File: src/rtl/counter_seq_pkg.sv
// Shared types and defaults for the counter load sequencer and its request FIFO.
package counter_seq_pkg;

    typedef enum logic [1:0] {IDLE, LOAD, RUN, DONE} seq_state_t;

    localparam int         WIDTH_DEF = 4;
    localparam logic [3:0] TERM_DEF  = 4'hF;

    // Occupancy counters need one more bit than the pointers, so that "full" can be told apart from "empty".
    function automatic int occ_width(input int depth);
        return $clog2(depth) + 1;
    endfunction

endpackage

File: src/rtl/load_req_fifo.sv
// Synchronous preset request FIFO that shows its head entry directly on rd_data.
// flush empties it and has priority over push and pop.
module load_req_fifo
    import counter_seq_pkg::*;
#(
    parameter int WIDTH = WIDTH_DEF,
    parameter int DEPTH = 4
) (
    input  logic                         clk,
    input  logic                         rst,
    input  logic                         push,
    input  logic                         pop,
    input  logic                         flush,
    input  logic [WIDTH-1:0]             wr_data,
    output logic [WIDTH-1:0]             rd_data,
    output logic                         full,
    output logic                         empty,
    output logic [occ_width(DEPTH)-1:0]  level
);

    localparam int PW = $clog2(DEPTH);
    localparam int LW = occ_width(DEPTH);

    logic [WIDTH-1:0] mem [DEPTH];
    logic [PW-1:0]    wr_ptr;
    logic [PW-1:0]    rd_ptr;
    logic             do_push;
    logic             do_pop;

    assign full    = (level == LW'(DEPTH));
    assign empty   = (level == '0);
    assign do_push = push && !full;
    assign do_pop  = pop && !empty;
    assign rd_data = mem[rd_ptr];

    // NOTE: storage has no reset; level gates every read, so stale entries are never observed.
    always_ff @(posedge clk) begin
        if (do_push && !flush)
            mem[wr_ptr] <= wr_data;
    end

    // NOTE: state registers use <= so every flop samples the values from before the edge.
    always_ff @(posedge clk or posedge rst) begin
        if (rst) begin
            wr_ptr <= '0;
            rd_ptr <= '0;
            level  <= '0;
        end else if (flush) begin
            wr_ptr <= '0;
            rd_ptr <= '0;
            level  <= '0;
        end else begin
            if (do_push)
                wr_ptr <= wr_ptr + 1'b1;
            if (do_pop)
                rd_ptr <= rd_ptr + 1'b1;
            case ({do_push, do_pop})
                2'b10:   level <= level + 1'b1;
                2'b01:   level <= level - 1'b1;
                default: level <= level;
            endcase
        end
    end

endmodule

File: src/rtl/counter_load_sequencer.sv
// Feeds queued presets to the 4-bit loadable counter one segment at a time.
// A segment ends when the counter reaches TERM_VALUE.
module counter_load_sequencer
    import counter_seq_pkg::*;
#(
    parameter int             WIDTH      = WIDTH_DEF,
    parameter int             DEPTH      = 4,
    parameter logic [WIDTH-1:0] TERM_VALUE = TERM_DEF,
    parameter int             SEGW       = 8
) (
    input  logic                         clk,
    input  logic                         rst,
    input  logic                         req_valid,
    input  logic [WIDTH-1:0]             req_data,
    output logic                         req_ready,
    input  logic                         abort,
    input  logic [WIDTH-1:0]             count,
    output logic                         load,
    output logic [WIDTH-1:0]             data_in,
    output logic                         busy,
    output logic                         seg_done,
    output logic [SEGW-1:0]              seg_count,
    output logic [occ_width(DEPTH)-1:0]  level
);

    seq_state_t       state;
    seq_state_t       state_next;
    logic [WIDTH-1:0] head;
    logic             full;
    logic             empty;
    logic             push;
    logic             pop;

    assign req_ready = !full;
    assign push      = req_valid && !full && !abort;
    assign busy      = (state != IDLE);

    load_req_fifo #(.WIDTH(WIDTH), .DEPTH(DEPTH)) u_fifo (
        .clk     (clk),
        .rst     (rst),
        .push    (push),
        .pop     (pop),
        .flush   (abort),
        .wr_data (req_data),
        .rd_data (head),
        .full    (full),
        .empty   (empty),
        .level   (level)
    );

    // NOTE: every always_comb output gets a default first, so no path leaves it unassigned and no latch is inferred.
    always_comb begin
        state_next = state;
        pop        = 1'b0;
        if (abort) begin
            state_next = IDLE;
        end else begin
            case (state)
                IDLE: if (!empty) begin
                    pop        = 1'b1;
                    state_next = LOAD;
                end
                LOAD:    state_next = RUN;
                RUN:     if (count == TERM_VALUE) state_next = DONE;
                DONE:    state_next = IDLE;
                default: state_next = IDLE;
            endcase
        end
    end

    // load and seg_done are registered decodes of the next state, so each is high for exactly its state's cycle.
    always_ff @(posedge clk or posedge rst) begin
        if (rst) begin
            state     <= IDLE;
            load      <= 1'b0;
            data_in   <= '0;
            seg_done  <= 1'b0;
            seg_count <= '0;
        end else begin
            state    <= state_next;
            load     <= (state_next == LOAD);
            seg_done <= (state_next == DONE);
            if (pop)
                data_in <= head;
            if (state == DONE && !abort)
                seg_count <= seg_count + 1'b1;
        end
    end

endmodule

File: config.mk
export PLATFORM = sky130hd
export DESIGN_NAME = counter_load_sequencer
export DESIGN_NICKNAME = d
export VERILOG_FILES = /design/src/rtl/counter_seq_pkg.sv /design/src/rtl/load_req_fifo.sv /design/src/rtl/counter_load_sequencer.sv
export SDC_FILE = /design/constraint.sdc
export NUM_CORES = 1
export LEC_CHECK = 0
export CORE_UTILIZATION = 52
export DETAILED_ROUTE_END_ITERATION = 12
export HOLD_SLACK_MARGIN = 0.06
export PLACE_DENSITY = 0.78
export SYNTH_ARGS = -nofsm -noshare
export SYNTH_HDL_FRONTEND = slang
export SYNTH_HIERARCHICAL = 1
export SYNTH_SLANG_ARGS = --single-unit
File: constraint.sdc
create_clock -name clk -period 2.95 [get_ports clk]
set_clock_uncertainty 0.1 [all_clocks]
set_input_delay 0.59 -clock clk [delete_from_list [all_inputs] [get_ports clk]]
set_output_delay 0.59 -clock clk [all_outputs]
set_load 0.05 [all_outputs]
# After elaboration in Yosys (flattened, before gate mapping)
# Memories as Yosys holds them, arrays and structs flattened. A register that Yosys moved wholly into a read port is not among the register bits.
# Index checks and enable logic that the tools add are counted.
[word_totals]
mem_bits_ro = 0
inputBits = 12
ram_bits = 16
wordCells = 52
latch_bits = 0
mem_count = 1
register_bits = 19
output_inout_bits = 19
[op_classes]
n_shift = 0
n_addsub = 5
eq_ne = 9
mul = 0
reduce_logical = 15
n_mux = 15
order_cmp = 0
bitwise = 0
div_mod_pow = 0
[memory_table]
columns = ["name", "depth", "width", "read_ports", "rd_clocked_by_memory_dff", "wr", "line", "rtl"]
rows = [
  ["u_fifo.mem", 4, 4, 1, 1, 1, "load_req_fifo.sv:24", "logic [WIDTH-1:0] mem [DEPTH];"],
]
[ops]
columns = ["operator", "count"]
rows = [
  ["$mux W2", 7],
  ["$add A8 B1 Y8 const B", 1],
  ["$eq A2 B2 Y1 const B", 4],
  ["$pmux W2 S4", 1],
  ["$eq A2 B1 Y1 const B", 3],
  ["$logic_and A1 B1 Y1", 6],
  ["$pmux W3 S2", 1],
  ["$reduce_bool A2 Y1", 3],
  ["$mux W1", 5],
  ["$add A2 B1 Y2 const B", 2],
  ["$eq A4 B4 Y1 const B", 1],
  ["$add A3 B1 Y3 const B", 1],
  ["$eq A3 B3 Y1 const B", 1],
  ["$logic_not A1 Y1", 3],
  ["$logic_not A3 Y1", 1],
  ["$mux W3", 1],
  ["$reduce_bool A3 Y1", 1],
  ["$sub A3 B1 Y3 const B", 1],
  ["$logic_not A2 Y1", 1],
]

# Longest topological paths before layout
# Gate-level depths: netlist (run 1).
[depth]
word_depth = 8
depth_mapped = 11
depth_no_buf = 10

# Cells and area by module
# The synthesis (run 1) kept the hierarchy.
[by_module_without_submodules]
columns = ["mod", "area_each_um2", "n_inst", "cells_each", "seq_area_each_um2"]
rows = [
  ["load_req_fifo", 1154.9, 1, 86, 655.6],
  ["counter_load_sequencer", 739.5, 1, 57, 400.4],
]

# Worst setup path before layout (run 1)
# No wires, ideal clock.
[synth_timing]
path_kind = "reg-to-reg"
startpoint = "register u_fifo.level[0]"
endpoint = "register u_fifo.level[1]"
stages_incl_launch_ff = 11
n_path_buf = 2
t_required_ns = 2.756
setup_time_ns = 0.094
synth_period_minus_slack_ns = 2.775
path_slack_ns = 0.175
arrival_ns = 2.581
path_cell_list = "dfrtp_1 -> buf_2 -> or2_2 -> nor2_1 -> nor3_4 -> buf_2 -> o31ai_1 -> a21oi_1 -> fa_1 -> o2111ai_1 -> a211oi_1"
[synth_between]
elab_chain_cells = 8
word_cells_on_any_way = 18
classes_between = "add/sub (2); eq/ne (3); mux (5); reduce/logical (8)"
[synth_lines]
columns = ["item", "line", "rtl"]
rows = [
  ["start, declared", "load_req_fifo.sv:18", "output logic [occ_width(DEPTH)-1:0] level"],
  ["start signal, assigned", "load_req_fifo.sv:58", "2'b10: level <= level + 1'b1;"],
  ["start signal, assigned", "load_req_fifo.sv:59", "2'b01: level <= level - 1'b1;"],
  ["start signal, assigned", "load_req_fifo.sv:60", "default: level <= level;"],
  ["$logic_not A3 Y1 (*)", "load_req_fifo.sv:31", "assign empty = (level == '0);"],
  ["via empty", "counter_load_sequencer.sv:30", "logic empty;"],
  ["$mux W1 (*)", "counter_load_sequencer.sv:59", "IDLE: if (!empty) begin"],
  ["$mux W1 (*)", "counter_load_sequencer.sv:58", "case (state)"],
  ["$mux W1 (*)", "counter_load_sequencer.sv:55", "if (abort) begin"],
  ["via pop", "counter_load_sequencer.sv:32", "logic pop;"],
  ["$logic_and A1 B1 Y1 (*)", "load_req_fifo.sv:33", "assign do_pop = pop && !empty;"],
  ["$eq A2 B1 Y1 or $eq A2 B2 Y1 (tied branches)", "load_req_fifo.sv:57", "case ({do_push, do_pop})"],
  ["$pmux W3 S2", "load_req_fifo.sv:57", ""],
  ["$mux W3", "load_req_fifo.sv:48", "end else if (flush) begin"],
]
# The timed path passes the listed nets; every way through them passes the cells marked *.
# A chain may end at the register's enable or synchronous reset.

# Worst setup path after layout (run 1)
[layout_timing]
startpoint = "register u_fifo.level[0]"
endpoint = "output req_ready"
[layout_between]
elab_chain_cells = 2
[layout_lines]
columns = ["item", "line", "rtl"]
rows = [
  ["$eq A3 B3 Y1", "load_req_fifo.sv:30", "assign full = (level == LW'(DEPTH));"],
  ["via full", "counter_load_sequencer.sv:29", "logic full;"],
  ["$logic_not A1 Y1", "counter_load_sequencer.sv:34", "assign req_ready = !full;"],
  ["end, declared", "counter_load_sequencer.sv:15", "output logic req_ready,"],
]
# The timed path passes the listed nets, and every way through them passes these cells.

==> results.json, run 1 <==
{
  "status": "completed",
  "cts_setup_buffers": 0,
  "cts_buffers": 5,
  "synth_top_area_cell": "dfrtp_1",
  "max-slew-margin-rel_pct": 60.8,
  "tns_ns": 0,
  "synth_top_family_by_area": "simple AND/OR/NAND/NOR gates",
  "worstMarginPinSlew_ns": 0.587,
  "timing.rr.end": "u_fifo/level[1]$_DFFE_PP0P_",
  "synth-compound-area-share_pct": 7.40,
  "synth_xor_area_share_pct": 4.62,
  "min_path_cells": 1,
  "setup_viol": 0,
  "die_h_um": 62.4,
  "ir_drop_uv": 270,
  "place_congestion": 0.796,
  "crit_type": "flip-flop to primary output",
  "cts_tree": "done",
  "portBuffers": 30,
  "core_area_um2": 3420,
  "placed_cells": 217,
  "io_pins": 31,
  "place_area_um2": 2250,
  "grt_first_pass_wirelength_mm": 5.56,
  "wl_per_cell_um": 14.1,
  "hold_viol": 0,
  "fp.dieW_um": 62.4,
  "post_cts_resized": 0,
  "fin_nets": 200,
  "synthAdderAreaFrac_pct": 7.00,
  "fmax_mhz": 359,
  "reg2reg_depth": 8,
  "r2r_setup_slack_ns": 0.45,
  "grt_pass1_vias": 1239,
  "via_per_inst": 5.41,
  "ys_warn_count": 6,
  "arrival_ns": 2.09,
  "synth-seq-cells": 39,
  "hold_end": "seg_count[7]$_DFFE_PP0P_",
  "fin_area_um2": 2300,
  "synth_mux_area_share_pct": 7.73,
  "drive_gt1_share_pct": 15.1,
  "drv_cap": 0,
  "drcViolationCount": 0,
  "diodes": 0,
  "synthTopCellsByArea": "dfrtp_1, edfxtp_1, ha_1, mux4_2, xnor2_1",
  "rows": 21,
  "syn_to_final_growth_pct": 21.5,
  "synthCells": 143,
  "worstSetupEndpointType": "primary output",
  "p_per_area_nw_per_um2": 620,
  "final_max_slew_viol_count": 0,
  "clkSlewWorstSetupHoldPaths_ns": 0.12,
  "fillCellCount": 249,
  "startpoint": "u_fifo/level[0]$_DFFE_PP0P_",
  "dp_hpwl_mm": 2.41,
  "synth.avg_cell_area_um2": 13.2,
  "postCtsHoldBufs": 0,
  "yosysUniqueCellTypes": 44,
  "num_vias": 1218,
  "cp-start-kind": "flip-flop",
  "grt_usage_pct": 18.5,
  "clk_latency_ns": 0.34,
  "synth_area_um2": 1890,
  "cp_max_fo": 12,
  "grt_antenna_before_repair": 0,
  "cp.required_ns": 2.26,
  "firstDrtPassIters": 4,
  "grt_max_degree": 17,
  "drt-total-wl_mm": 3.17,
  "hp-class": "flip-flop to flip-flop",
  "dieArea_um2": 3890,
  "rsz0062_at_grt": "false",
  "post-route-min-period_ns": 2.78,
  "ys_top_cells_by_count": "dfrtp_1, edfxtp_1, inv_1",
  "numClockSinks": 39,
  "p_leak_nw": 0.933,
  "drtIter0Drc": 66,
  "ant_nets": 0,
  "htree_levels": 2,
  "synth_simple_gate_area_share_pct": 13.8,
  "r2r_start": "u_fifo/level[0]$_DFFE_PP0P_",
  "hold_start": "seg_count[7]$_DFFE_PP0P_",
  "seq_area_frac_synth_pct": 55.7,
  "synth_nets": 165,
  "synth.most_common_cell": "dfrtp_1",
  "start_util_pct": 55.5,
  "yosysTopAreaCellShare_pct": 30.4,
  "synth_edf_count": 16,
  "clock_path_buffers": 2,
  "clock-root-buffer": "clkbuf_4",
  "finalCritPeriodShare_pct": 94.3,
  "synth_flop_cell": "dfrtp_1",
  "overflow": 0,
  "synthArstFlopShare_pct": 59.0,
  "final_cells": 225
}
[placed cells by master, fill, tap and decap left out, drive strengths merged, types with 2 or more instances in the layout]
| master | netlist | layout |
|---|---|---|
| xnor2 | 7 | 7 |
| buf | 5 | 4 |
| and2 | 6 | 6 |
| nand2 | 2 | 2 |
| mux4 | 4 | 4 |
| xor2 | 3 | 3 |
| nand4 | 5 | 5 |
| ha | 9 | 9 |
| nand3 | 2 | 2 |
| a21oi | 4 | 4 |
| clkdlybuf4s50 | 0 | 30 |
| nor2 | 5 | 5 |
| nor3 | 2 | 2 |
| o21ai | 4 | 4 |
| clkinv | 0 | 2 |
| nand2b | 2 | 2 |
| mux2 | 5 | 5 |
| a211oi | 2 | 2 |
| nor3b | 3 | 3 |
| nor2b | 2 | 2 |
| nand3b | 2 | 2 |
| dfrtp | 23 | 23 |
| clkbuf | 1 | 6 |
| or2 | 2 | 2 |
| inv | 11 | 11 |
| edfxtp | 16 | 16 |
[worst max-delay path: stages (launching register included)]
cell             delay, ns
dfrtp_1               0.55
nor3b_2               0.40
inv_1                 0.08
clkdlybuf4s50_1       0.71
[routing by layer]
layer  up-vias  GRT usage [%]  part of all wire (%)
li1        587              -                     -
met1       595           22.9                    45
met2        32           30.8                    50
met3         4           6.43                   3.9
met4         0           4.94                  0.91
met5         -              0                     0
[kinds of logic after synthesis]
family                   count (synthesis)
AND/OR/NAND/NOR                         39
flip-flops                              39
AO/OA/AOI/OAI                           19
buffers and inverters                   17
XOR/XNOR                                10
adder cells (fa/ha/maj)                 10
multiplexers                             9
[registers in the layout (all words and copies together), names as in the netlist]
register       cells
u_fifo/mem        16
seg_count          8
data_in            4
u_fifo/level       3
state              2
u_fifo/rd_ptr      2
u_fifo/wr_ptr      2
load               1
seg_done           1
[power breakdown]
group / leakage [nW] / total [W] / switching, W / internal, W
Clock: 0.0273 / 0.000251 / 0.000163 / 0.0000884
Sequential: 0.456 / 0.000672 / 0.0000470 / 0.000625
Combinational: 0.450 / 0.000504 / 0.000316 / 0.000188
[worst max path at each step]
stage	end	depth (start not counted)
4_1_cts	req_ready	3
3_5_place_dp	u_fifo/level[1]$_DFFE_PP0P_	6
2_1_floorplan	u_fifo/level[1]$_DFFE_PP0P_	10
5_1_grt	req_ready	3
3_3_place_gp	u_fifo/level[1]$_DFFE_PP0P_	6
6_report	req_ready	3
[metrics by stage]
| stage | hold WS, ns | setup slack [ns] | utilization (%) | power (W) |
|---|---|---|---|---|
| 6_report | 0.386 | 0.167 | 67.4 | 0.00143 |
| 2_1_floorplan | 0.293 | 0.175 | - | 0.00102 |
| 3_3_place_gp | 0.364 | 0.278 | 66.0 | 0.00117 |
| 5_1_grt | 0.421 | 0.0273 | 67.4 | 0.00150 |
| 3_5_place_dp | 0.371 | 0.175 | 66.0 | 0.00119 |
| 4_1_cts | 0.390 | 0.158 | 67.4 | 0.00144 |
[cell type report]
cell class	instances	area, um2	area share (%)
Clock buffer	6	41.3	1.79
Clock inverter	2	7.51	0.326
Inverter	11	41.3	1.79
Multi-Input combinational cell	87	768	33.4
Sequential cell	39	1060	45.9
Tap cell	46	57.6	2.50
Timing Repair Buffer	34	330	14.3
Note: power is estimated with default switching activity, not from simulation.
==> inputs of run 2 (changes only) <==
Settings changed: CAP_MARGIN set to 20.
==> results of run 2 <==
The final DEF is identical to that of run 1; final timing and power are the same.
==> inputs of run 3 (changes only) <==
Settings changed: GPL_TIMING_DRIVEN set to 0.
==> results.json, run 3 (synthesis gave the netlist of run 1 again) <==
{
  "start_util_pct": 55.5,
  "syn_to_final_growth_pct": 21.5,
  "cts_setup_buffers": 0,
  "reg.largest.list": "u_fifo/mem x16, seg_count x8, data_in x4",
  "htree_levels": 2,
  "dieArea_um2": 3890,
  "finalCritPeriodShare_pct": 95.1,
  "final_common_cell": "clkdlybuf4s50_1",
  "post-route-min-period_ns": 2.81,
  "p_per_area_nw_per_um2": 618,
  "clock-root-buffer": "clkbuf_4",
  "dp_slack_ns": -0.140,
  "dp_hpwl_mm": 2.40,
  "critical-path-max-stage-delay_ns": 0.43,
  "grt_first_pass_wirelength_mm": 5.32,
  "setup_viol": 0,
  "firstDrtPassIters": 4,
  "drive_gt1_share_pct": 16.0,
  "core_area_um2": 3420,
  "fin_area_um2": 2300,
  "largest_reg_flops": 16,
  "status": "completed",
  "fp.dieW_um": 62.4,
  "cts_tree": "done",
  "num_vias": 1209,
  "worstSetupEndpointType": "flip-flop",
  "holdWs_ns": 0.390,
  "arrival_ns": 2.93,
  "place_congestion": 0.893,
  "cts_buffers": 5,
  "cp-start-kind": "flip-flop",
  "clock_path_buffers": 2,
  "via_per_inst": 5.33,
  "grt_antenna_before_repair": 0,
  "fmax_mhz": 356,
  "top_layer": "met4",
  "diodes": 0,
  "fin_nets": 202,
  "route.met2.wl_mm": 1.64,
  "hold_viol": 0,
  "ir_drop_uv": 240,
  "post_cts_resized": 0,
  "wl_met3_um": 126,
  "drcViolationCount": 0,
  "crit_top_cell": "buf_2",
  "postCtsHoldBufs": 0,
  "max-slew-margin-rel_pct": 61.4,
  "die_h_um": 62.4,
  "rows": 21,
  "final_max_slew_viol_count": 0,
  "portBuffers": 30,
  "numClockSinks": 39,
  "slowest_stage": "dfrtp_1",
  "wl_met1_mm": 1.31,
  "layout_setup_ws_ns": 0.144,
  "wl_per_cell_um": 13.8,
  "path_cells": "buf_2 -> or2_2 -> nor2_1 -> nor3_4 -> buf_2 -> o31ai_1 -> a21oi_1 -> fa_1 -> inv_1 -> a221oi_1 -> a311oi_1",
  "drt-total-wl_mm": 3.12,
  "overflow": 0,
  "clkSlewWorstSetupHoldPaths_ns": 0.11,
  "p_leak_nw": 0.943,
  "grt_max_degree": 17,
  "place_area_um2": 2250,
  "final_cell_mix": "clkdlybuf4s50_1, dfrtp_1, edfxtp_1, inv_1, ha_1",
  "grt_pass1_vias": 1209,
  "drtIter0Drc": 43,
  "drv_cap": 0,
  "largest_register": "u_fifo/mem",
  "clk_latency_ns": 0.34,
  "grt_usage_pct": 18.2,
  "hp-class": "flip-flop to flip-flop",
  "io_pins": 31,
  "cp.required_ns": 3.07,
  "crit_type": "flip-flop to flip-flop",
  "cp_max_fo": 10,
  "worstMarginPinSlew_ns": 0.578,
  "rsz0062_at_grt": "false",
  "ant_nets": 0,
  "p_total_w": 0.00142
}
[run 3: final timing paths]
check                                       startpoint                           to  slack (ns)  depth (start not counted)
max                        u_fifo/level[0]$_DFFE_PP0P_  u_fifo/level[2]$_DFFE_PP0P_        0.14                         11
min reg2reg                   seg_count[7]$_DFFE_PP0P_     seg_count[7]$_DFFE_PP0P_        0.39                          1
max reg2reg                u_fifo/level[0]$_DFFE_PP0P_  u_fifo/level[2]$_DFFE_PP0P_        0.14                         11
max in group asynchronous                          rst           state[0]$_DFF_PP0_        1.83                          2
min                           seg_count[7]$_DFFE_PP0P_     seg_count[7]$_DFFE_PP0P_        0.39                          1
min in group asynchronous                          rst  u_fifo/level[1]$_DFFE_PP0P_        0.41                          2
[run 3: critical path: cells and delay by family, from the launching register on]
kind | cells | cell delay [ns]
AO/OA/AOI/OAI | 4 | 0.64
adder cells (fa/ha/maj) | 1 | 0.37
buffers and inverters | 3 | 0.47
flip-flops | 1 | 0.43
AND/OR/NAND/NOR | 3 | 0.68
[run 3: layout make-up]
type                            count  area [um2]
Clock inverter                      2        8.76
Fill cell                         248        1110
Multi-Input combinational cell     87         768
Inverter                           11        41.3
Timing Repair Buffer               30         300
Buffer                              6        28.8
Tap cell                           46        57.6
Clock buffer                        6        41.3
Sequential cell                    39        1060
[run 3: stage by stage]
| stage | std cells | TNS [ns] | util (%) |
|---|---|---|---|
| after detailed placement | 219 | -0.265 | 65.9 |
| after global routing | 227 | 0 | 67.4 |
| after global placement | 219 | -0.120 | 65.9 |
| after CTS | 227 | 0 | 67.4 |
| after floorplan | 143 | 0 | - |
| final | 227 | 0 | 67.4 |
[run 3: report_power, final]
| part | leakage (nW) | internal, W | switching (W) |
|---|---|---|---|
| registers | 0.456 | 0.000625 | 0.0000444 |
| clock network | 0.0297 | 0.0000896 | 0.000162 |
| logic | 0.458 | 0.000187 | 0.000316 |
[run 3: metal layers]
layer / vias up / global-route usage [%]
li1: 585 / -
met1: 589 / 21.1
met2: 29 / 31.2
met3: 6 / 5.15
met4: 0 / 8.43
met5: - / 0
